**src/rtl/alu_op_engine.sv**
```systemverilog
// ALU operation engine: pops {data_1, data_0, id, op} from FIFO_IN, executes
// ADD/SUB/AND or a shift-add MUL, and pushes {id, result} into FIFO_OUT.
module alu_op_engine #(
  parameter int DATA_SIZE      = 16,
  parameter int ID_SIZE        = 8,
  parameter int OPERATION_SIZE = 2,
  parameter int MUL_WIDTH      = 8,
  parameter int FIFO_IN_WIDTH  = 2*DATA_SIZE + ID_SIZE + OPERATION_SIZE,
  parameter int FIFO_OUT_WIDTH = ID_SIZE + DATA_SIZE + 1
) (
  input  logic                      clk,
  input  logic                      rst_n,
  input  logic [FIFO_IN_WIDTH-1:0]  fifo_in_data,
  input  logic                      fifo_in_empty,
  output logic                      fifo_in_r_en,
  input  logic                      fifo_out_full,
  output logic                      fifo_out_w_en,
  output logic [FIFO_OUT_WIDTH-1:0] fifo_out_data,
  output logic                      busy
);

  localparam int CNT_W = (MUL_WIDTH > 1) ? $clog2(MUL_WIDTH) : 1;
  localparam logic [CNT_W-1:0] CNT_LAST = CNT_W'(MUL_WIDTH - 1);

  localparam logic [OPERATION_SIZE-1:0] OP_ADD = OPERATION_SIZE'(0);
  localparam logic [OPERATION_SIZE-1:0] OP_SUB = OPERATION_SIZE'(1);
  localparam logic [OPERATION_SIZE-1:0] OP_AND = OPERATION_SIZE'(2);
  localparam logic [OPERATION_SIZE-1:0] OP_MUL = OPERATION_SIZE'(3);

  typedef enum logic [1:0] {IDLE, LOAD, EXEC, PUSH} state_t;

  state_t                    state;
  logic [OPERATION_SIZE-1:0] op_q;
  logic [ID_SIZE-1:0]        id_q;
  logic [DATA_SIZE-1:0]      a_q;
  logic [DATA_SIZE-1:0]      b_q;
  logic [DATA_SIZE:0]        acc_q;
  logic [CNT_W-1:0]          cnt_q;

  logic [DATA_SIZE:0] partial;
  logic [DATA_SIZE:0] mul_next;
  logic [DATA_SIZE:0] alu_result;
  logic               exec_done;

  always_comb begin
    // NOTE: every signal driven here gets a default first, so no latch is inferred.
    partial = '0;
    if (b_q[cnt_q]) begin
      partial = {{(DATA_SIZE + 1 - MUL_WIDTH){1'b0}}, a_q[MUL_WIDTH-1:0]} << cnt_q;
    end
    mul_next = acc_q + partial;

    unique case (op_q)
      OP_ADD:  alu_result = {1'b0, a_q} + {1'b0, b_q};
      OP_SUB:  alu_result = {1'b0, a_q} - {1'b0, b_q};
      OP_AND:  alu_result = {1'b0, a_q & b_q};
      default: alu_result = mul_next;
    endcase

    exec_done = (op_q != OP_MUL) || (cnt_q == CNT_LAST);
  end

  // NOTE: the pop strobe is qualified by rst_n so it drops the moment reset asserts,
  // even though the state register already sits in IDLE.
  assign fifo_in_r_en  = rst_n && (state == IDLE) && !fifo_in_empty;
  assign fifo_out_w_en = (state == PUSH) && !fifo_out_full;
  assign busy          = (state != IDLE);

  // NOTE: sequential state uses non-blocking assignments only, so every register
  // sees the pre-edge values of the others regardless of statement order.
  always_ff @(posedge clk or negedge rst_n) begin
    if (!rst_n) begin
      state         <= IDLE;
      op_q          <= '0;
      id_q          <= '0;
      a_q           <= '0;
      b_q           <= '0;
      acc_q         <= '0;
      cnt_q         <= '0;
      fifo_out_data <= '0;
    end else begin
      unique case (state)
        IDLE: begin
          if (!fifo_in_empty) state <= LOAD;
        end
        LOAD: begin
          op_q  <= fifo_in_data[0 +: OPERATION_SIZE];
          id_q  <= fifo_in_data[OPERATION_SIZE +: ID_SIZE];
          a_q   <= fifo_in_data[OPERATION_SIZE + ID_SIZE +: DATA_SIZE];
          b_q   <= fifo_in_data[OPERATION_SIZE + ID_SIZE + DATA_SIZE +: DATA_SIZE];
          acc_q <= '0;
          cnt_q <= '0;
          state <= EXEC;
        end
        EXEC: begin
          // The final MUL iteration folds its partial product straight into the output.
          if (exec_done) begin
            fifo_out_data <= {id_q, alu_result};
            state         <= PUSH;
          end else begin
            acc_q <= mul_next;
            cnt_q <= cnt_q + 1'b1;
          end
        end
        PUSH: begin
          if (!fifo_out_full) state <= IDLE;
        end
        default: state <= IDLE;
      endcase
    end
  end

endmodule

```
**config.mk**
```make
export PLATFORM = sky130hd
export DESIGN_NAME = alu_op_engine
export DESIGN_NICKNAME = d
export VERILOG_FILES = /design/src/rtl/alu_op_engine.sv
export SDC_FILE = /design/constraint.sdc
export NUM_CORES = 1
export LEC_CHECK = 0
export BUFFER_PORTS_ARGS = -buffer_cell sky130_fd_sc_hd__buf_4
export CORE_MARGIN = 2
export CORE_UTILIZATION = 50
export DETAILED_ROUTE_END_ITERATION = 10
export PLACE_DENSITY = 0.67
export SLEW_MARGIN = 15
export SYNTH_ARGS = -nofsm -noshare
export SYNTH_HDL_FRONTEND = slang
export SYNTH_SLANG_ARGS = --single-unit
```
**constraint.sdc**
```tcl
create_clock -name clk -period 6.1 [get_ports clk]
set_input_delay 1.22 -clock clk [delete_from_list [all_inputs] [get_ports clk]]
set_output_delay 1.22 -clock clk [all_outputs]
set_load 0.01 [all_outputs]
```
==> results of run 1 <==
## cells by family after synthesis
kind of cell | after synthesis | share of synthesized area [%]
and+or+nand+nor | 209 | 16.2
buffers and inverters | 56 | 4.02
muxes | 58 | 10.7
DFF | 89 | 36.0
adders and majority gates | 42 | 8.74
AOI/OAI and AO/OA | 182 | 19.6
xor gates and xnor gates | 34 | 4.81
## power by group
part           total, mW  switching (mW)  internal [mW]
logic               2.99            1.68           1.31
clock network      0.524           0.246          0.278
registers           1.15           0.300          0.854
## registers in the layout, indices dropped and copies added, names as in the netlist
| name | count |
|---|---|
| b_q | 16 |
| a_q | 16 |
| state | 2 |
| op_q | 2 |
| fifo_out_data | 25 |
| id_q | 8 |
| cnt_q | 3 |
| acc_q | 17 |
## layer usage
| layer | vias up | GRT usage, % |
|---|---|---|
| met5 | - | 0 |
| met4 | 0 | 8.27 |
| met3 | 24 | 3.22 |
| met2 | 140 | 38.9 |
| met1 | 2472 | 36.8 |
| li1 | 2541 | - |
## worst min-delay path, delay by kind of cell, from the launching register on
kind	cells	cell delay, ps
AND/OR/NAND/NOR	2	100
flip-flops	1	340
## worst min-delay path by stage
stage	cells after the start	startpoint	endpoint	slack, ps
2_1_floorplan	2	id_q[0]$_DFFE_PN0P_	fifo_out_data[17]$_DFFE_PN0P_	430
3_3_place_gp	2	id_q[5]$_DFFE_PN0P_	fifo_out_data[22]$_DFFE_PN0P_	450
3_5_place_dp	2	id_q[0]$_DFFE_PN0P_	fifo_out_data[17]$_DFFE_PN0P_	460
4_1_cts	2	id_q[4]$_DFFE_PN0P_	fifo_out_data[21]$_DFFE_PN0P_	470
5_1_grt	2	id_q[4]$_DFFE_PN0P_	fifo_out_data[21]$_DFFE_PN0P_	490
6_report	2	id_q[4]$_DFFE_PN0P_	fifo_out_data[21]$_DFFE_PN0P_	460
## layout make-up
cell class | count | area (sq um)
clock buffers | 10 | 229
multi-input cells | 525 | 3720
flip-flops and latches | 89 | 2230
repair buffers | 79 | 597
inverters | 23 | 86.3
clock inverters | 6 | 43.8
well taps | 168 | 210
fillers | 1078 | 4940
## stage by stage
stage / std cells / setup WS (ps) / utilization (%) / total power [mW] / hold slack [ps]
after floorplan: 670 / 2380 / - / 3.34 / 435
after global placement: 884 / 2180 / 56.7 / 4.03 / 445
after detailed placement: 884 / 2050 / 56.7 / 4.11 / 458
after CTS: 900 / 2020 / 59.0 / 4.67 / 469
after global routing: 900 / 1710 / 59.0 / 5.06 / 488
final: 900 / 2000 / 59.0 / 4.67 / 462
## placed cells by master, fill, tap and decap left out, types with 4 or more instances in the layout
cell type	netlist	final
dfrtp_1	89	89
nand2_1	84	84
buf_4	2	78
nor2_1	46	45
o21ai_0	46	45
mux2_2	43	43
a21oi_1	39	39
ha_1	40	39
inv_1	23	23
xnor2_1	21	21
mux2i_1	13	13
xor2_1	13	13
a31oi_1	13	13
nand3_1	12	12
a22o_1	12	12
a211oi_1	10	10
nor3_1	10	10
a21o_1	10	10
nand2b_1	9	9
nor2b_1	9	9
o211ai_1	9	9
clkbuf_16	0	9
or3_1	7	7
o31ai_1	7	7
o21a_1	7	7
nor3b_1	4	4
==> results.sh, run 1 <==
export IMPL_status="completed"
export IMPL_cpMaxStageDelayCell="dfrtp_1"
export IMPL_drtPass1Iterations=5
export IMPL_die_h_microns=115
export IMPL_cts_buffers=9
export IMPL_port_buffers=73
export IMPL_ys_types=69
export IMPL_cts_max_path_buffers=2
export IMPL_synth_most_common_cell="dfrtp_1"
export IMPL_gr_total_overflow=0
export IMPL_drc=0
export IMPL_dp_hpwl_microns=11600
export IMPL_die_area_sq_mm=0.0133
export IMPL_clock_sinks=89
export IMPL_reg2reg_slack_ps=2000
export IMPL_grt_max_degree=90
export IMPL_grt_usage_pct=25.2
export IMPL_async_flop_share_pct=100
export IMPL_grt_pass1_wl_microns=26000
export IMPL_synth_edf_count=0
export IMPL_p_leak_nw=3.23
export IMPL_syn_nets=758
export IMPL_clock_root_buffer="clkbuf_16"
export IMPL_avgSynthCellArea_sq_um=9.23
export IMPL_wl_met1_microns=7490
export IMPL_critPathKind="register to register"
export IMPL_crit_buf_inv=0
export IMPL_startpoint_type="register"
export IMPL_critPathLaunch="cnt_q[0]$_DFFE_PN0P_"
export IMPL_place_area_sq_mm=0.00684
export IMPL_slowest_delay_ps=800
export IMPL_synthFlopType="dfrtp_1"
export IMPL_fin_crit_ps=4100
export IMPL_netlist_top_cells_count="89 x dfrtp_1, 84 x nand2_1, 46 x nor2_1, 46 x o21ai_0, 43 x mux2_2"
export IMPL_io_pins=74
export IMPL_max_freq_mhz=244
export IMPL_r2r_cells=12
export IMPL_seq_area_frac_synth_pct=36.0
export IMPL_post_cts_buffers=0
export IMPL_met2_length_microns=7260
export IMPL_drt_iter0_markers=283
export IMPL_power_density_mw_per_mm2=656
export IMPL_cts_tree="yes"
export IMPL_initial_utilization_pct=51.3
export IMPL_setup_tns_final_ps=0
export IMPL_setup_violations=0
export IMPL_cts_resized=0
export IMPL_area_growth_pct=15.0
export IMPL_ir_drop_uv=330
export IMPL_num_antenna_cells=0
export IMPL_arrival_ps=4390
export IMPL_synth_area_leaders="dfrtp_1 36%, ha_1 8.1%, mux2_2 7.8%, nand2_1 5.1%, o21ai_0 3.7%"
export IMPL_design_area_sq_mm=0.00712
export IMPL_path_max_fanout=21
export IMPL_synthCells=670
export IMPL_wl_per_cell_microns=17.6
export IMPL_rsz0062_at_grt="false"
export IMPL_clock_skew_ps=4.72
export IMPL_drive_above_1_share_pct=21.4
export IMPL_drv_cap=0
export IMPL_synthDominantCellAreaShare_pct=36.0
export IMPL_die_w_microns=115
export IMPL_htreeDepth=3
export IMPL_clk_latency_ps=350
export IMPL_slew_viol_final=0
export IMPL_critPathTopFamily="simple AND/OR/NAND/NOR gates"
export IMPL_dr_max_layer_used="met4"
export IMPL_gp_congestion=0.892
export IMPL_synth_area_sq_mm=0.00619
export IMPL_postCtsHoldBufs=0
export IMPL_r2r_end="fifo_out_data[16]$_DFFE_PN0P_"
export IMPL_crit_path_end="fifo_out_data[16]$_DFFE_PN0P_"
export IMPL_routed_wl_met3_microns=779
export IMPL_worst_setup_path_end_kind="register"
export IMPL_vias_per_cell=5.75
export IMPL_core_area_sq_mm=0.0121
export IMPL_crit_required_ps=6390
export IMPL_crit_chain="mux4_2, nand2b_1, and2_1, a21oi_1, ha_1, a21oi_2, nor2b_4, a2111oi_4, nor3_2, or4_4, a31oi_1, o22a_1"
export IMPL_synth_seq_cells=89
export IMPL_final_nets=815
export IMPL_antenna_found_initial=0
export IMPL_r2r_start="cnt_q[0]$_DFFE_PN0P_"
export IMPL_path_depth=12
export IMPL_std_cell_rows=40
export IMPL_worst_pin_slew_ps=952
export IMPL_final_hold_viol_count=0
export IMPL_vias=5177
export IMPL_post_route_period_util_pct=67.2
export IMPL_routed_wl_microns=15800
export IMPL_grt_pass1_vias=5050
export IMPL_ant_nets=0
export IMPL_synth_top_area_cell="dfrtp_1"
export IMPL_slew_limit_headroom_pct=36.5
export IMPL_clk_pin_slew_ps=60
export IMPL_hp_class="register to register"
export IMPL_yosys_warnings=0
Power figures use the tool's default switching activity.
==> run 2: changes to the inputs <==
==> constraint.sdc (replaced) <==
create_clock -name clk -period 4.26 [get_ports clk]
set_input_delay 0.852 -clock clk [delete_from_list [all_inputs] [get_ports clk]]
set_output_delay 0.852 -clock clk [all_outputs]
set_load 0.01 [all_outputs]
==> run 2 against run 1 <==
Against the previous run: register-to-register slack worse by 1700 ps; first-iteration DRC count is 32% higher; critical path type unchanged; fmax rose by 4.5%; combinational power grew 47%; critical path depth grew 1; sequential share of layout area is 0.49 points lower; highest routed layer unchanged; clock-buffer cell count unchanged; utilization increased by 0.94 points; clock skew rose by 5.1 ps.
==> results.sh, run 2 (same netlist as run 1, synthesis figures left out) <==
export IMPL_gp_congestion=0.878
export IMPL_initial_utilization_pct=51.3
export IMPL_grt_max_degree=59
export IMPL_setup_tns_final_ps=0
export IMPL_layout_common_cells="89 x dfrtp_1, 86 x buf_4, 84 x nand2_1"
export IMPL_multi_input_area_sq_mm=0.00372
export IMPL_die_h_microns=115
export IMPL_port_buffers=73
export IMPL_cts_tree="yes"
export IMPL_drive_above_1_share_pct=22.1
export IMPL_slew_limit_headroom_pct=20.7
export IMPL_grt_usage_pct=25.0
export IMPL_clock_skew_ps=9.85
export IMPL_final_common_cell="dfrtp_1"
export IMPL_status="completed"
export IMPL_cts_buffers=9
export IMPL_die_area_sq_mm=0.0133
export IMPL_clock_root_buffer="clkbuf_16"
export IMPL_cts_max_path_buffers=2
export IMPL_worst_setup_path_end_kind="register"
export IMPL_cpMaxStageDelayCell="dfrtp_1"
export IMPL_fillers=1033
export IMPL_die_w_microns=115
export IMPL_p_leak_nw=3.30
export IMPL_std_cell_rows=40
export IMPL_power_density_mw_per_mm2=958
export IMPL_max_freq_mhz=255
export IMPL_clock_sinks=89
export IMPL_wl_per_cell_microns=17.4
export IMPL_gr_total_overflow=0
export IMPL_setup_violations=0
export IMPL_crit_buf_inv=1
export IMPL_ir_drop_uv=539
export IMPL_vias=5220
export IMPL_num_antenna_cells=0
export IMPL_hp_class="primary input to asynchronous set/reset pin"
export IMPL_grt_pass1_wl_microns=25700
export IMPL_post_route_period_util_pct=92.1
export IMPL_critPathKind="register to register"
export IMPL_grt_pass1_vias=5163
export IMPL_antenna_found_initial=0
export IMPL_startpoint_type="register"
export IMPL_rsz0062_at_grt="false"
export IMPL_arrival_ps=4210
export IMPL_postCtsHoldBufs=0
export IMPL_register_area_sq_mm=0.00223
export IMPL_critPathTopFamily="simple AND/OR/NAND/NOR gates"
export IMPL_cts_resized=0
export IMPL_fin_crit_ps=3920
export IMPL_routed_wl_microns=15800
export IMPL_slowest_delay_ps=760
export IMPL_ant_nets=0
export IMPL_clk_pin_slew_ps=70
export IMPL_htreeDepth=3
export IMPL_top_regs="fifo_out_data x25, acc_q x17"
export IMPL_area_growth_pct=16.9
export IMPL_path_max_fanout=19
export IMPL_vias_per_cell=5.76
export IMPL_crit_required_ps=4550
export IMPL_worst_pin_slew_ps=1180
export IMPL_slew_viol_final=0
export IMPL_post_place_ws_ps=400
export IMPL_final_hold_viol_count=0
export IMPL_drc=0
export IMPL_largest_register_ffs=25
export IMPL_crit_chain="mux4_2, nand2b_1, nor4_1, ha_1, inv_1, fa_1, and2b_4, o211ai_2, a2111oi_4, nor3_2, or4_4, a31oi_1, o22a_1"
export IMPL_dp_hpwl_microns=11800
export IMPL_clk_latency_ps=360
export IMPL_largest_register="fifo_out_data"
export IMPL_drv_cap=0
export IMPL_final_nets=822
export IMPL_drtPass1Iterations=5
export IMPL_post_cts_buffers=0
export IMPL_io_pins=74
export IMPL_drt_iter0_markers=373
export IMPL_core_area_sq_mm=0.0121
export IMPL_setup_slack_ps=338
## run 2: cell types whose count changed in the layout (fill, tap and decap cells not counted), sizes merged
cell,before,now
bufinv,0,3
clkinvlp,1,0
buf,79,86
inv,24,23
clkinv,4,3
## run 2: final timing paths
path | cells past startpoint | from | slack [ps] | to
max | 13 | cnt_q[1]$_DFFE_PN0P_ | 340 | fifo_out_data[16]$_DFFE_PN0P_
max reg2reg | 13 | cnt_q[1]$_DFFE_PN0P_ | 340 | fifo_out_data[16]$_DFFE_PN0P_
max in group asynchronous | 2 | rst_n | 2760 | fifo_out_data[17]$_DFFE_PN0P_
min reg2reg | 2 | id_q[6]$_DFFE_PN0P_ | 470 | fifo_out_data[23]$_DFFE_PN0P_
min in group clk | 2 | id_q[6]$_DFFE_PN0P_ | 470 | fifo_out_data[23]$_DFFE_PN0P_
min | 1 | rst_n | 420 | acc_q[0]$_DFFE_PN0P_
## run 2: layout make-up
cell class,instances,share of cell area (%)
clock buffer,10,3.31
clock inverter,6,1.45
inverter,23,1.19
multi-input combinational,525,51.4
sequential,89,30.8
tap,168,2.91
timing repair buffer,86,8.93
## run 2: where the power goes
| part | internal [mW] | switching, mW | total [mW] |
|---|---|---|---|
| Sequential | 1.22 | 0.378 | 1.60 |
| Clock | 0.586 | 0.343 | 0.929 |
| Combinational | 1.92 | 2.47 | 4.39 |
| Total | 3.73 | 3.19 | 6.92 |
## run 2: routing by layer
metal	up-vias	track usage, %	part of all wire [%]
met5	-	0	0
li1	2538	-	-
met2	138	39.4	46
met4	0	7.79	1.3
met3	15	3.58	4.7
met1	2529	35.7	48
## run 2: metrics by stage
| step | cell area [sq um] | cells | util [%] | power (mW) | hold WS (ps) |
|---|---|---|---|---|---|
| 5_1_grt | 7230 | 907 | 59.9 | 7.49 | 450 |
| 4_1_cts | 7230 | 907 | 59.9 | 6.90 | 439 |
| 3_5_place_dp | 6890 | 891 | 57.1 | 5.95 | 457 |
| 2_1_floorplan | 6190 | 670 | - | 4.78 | 435 |
| 3_3_place_gp | 6890 | 891 | 57.1 | 5.82 | 448 |
| 6_report | 7230 | 907 | 59.9 | 6.92 | 422 |
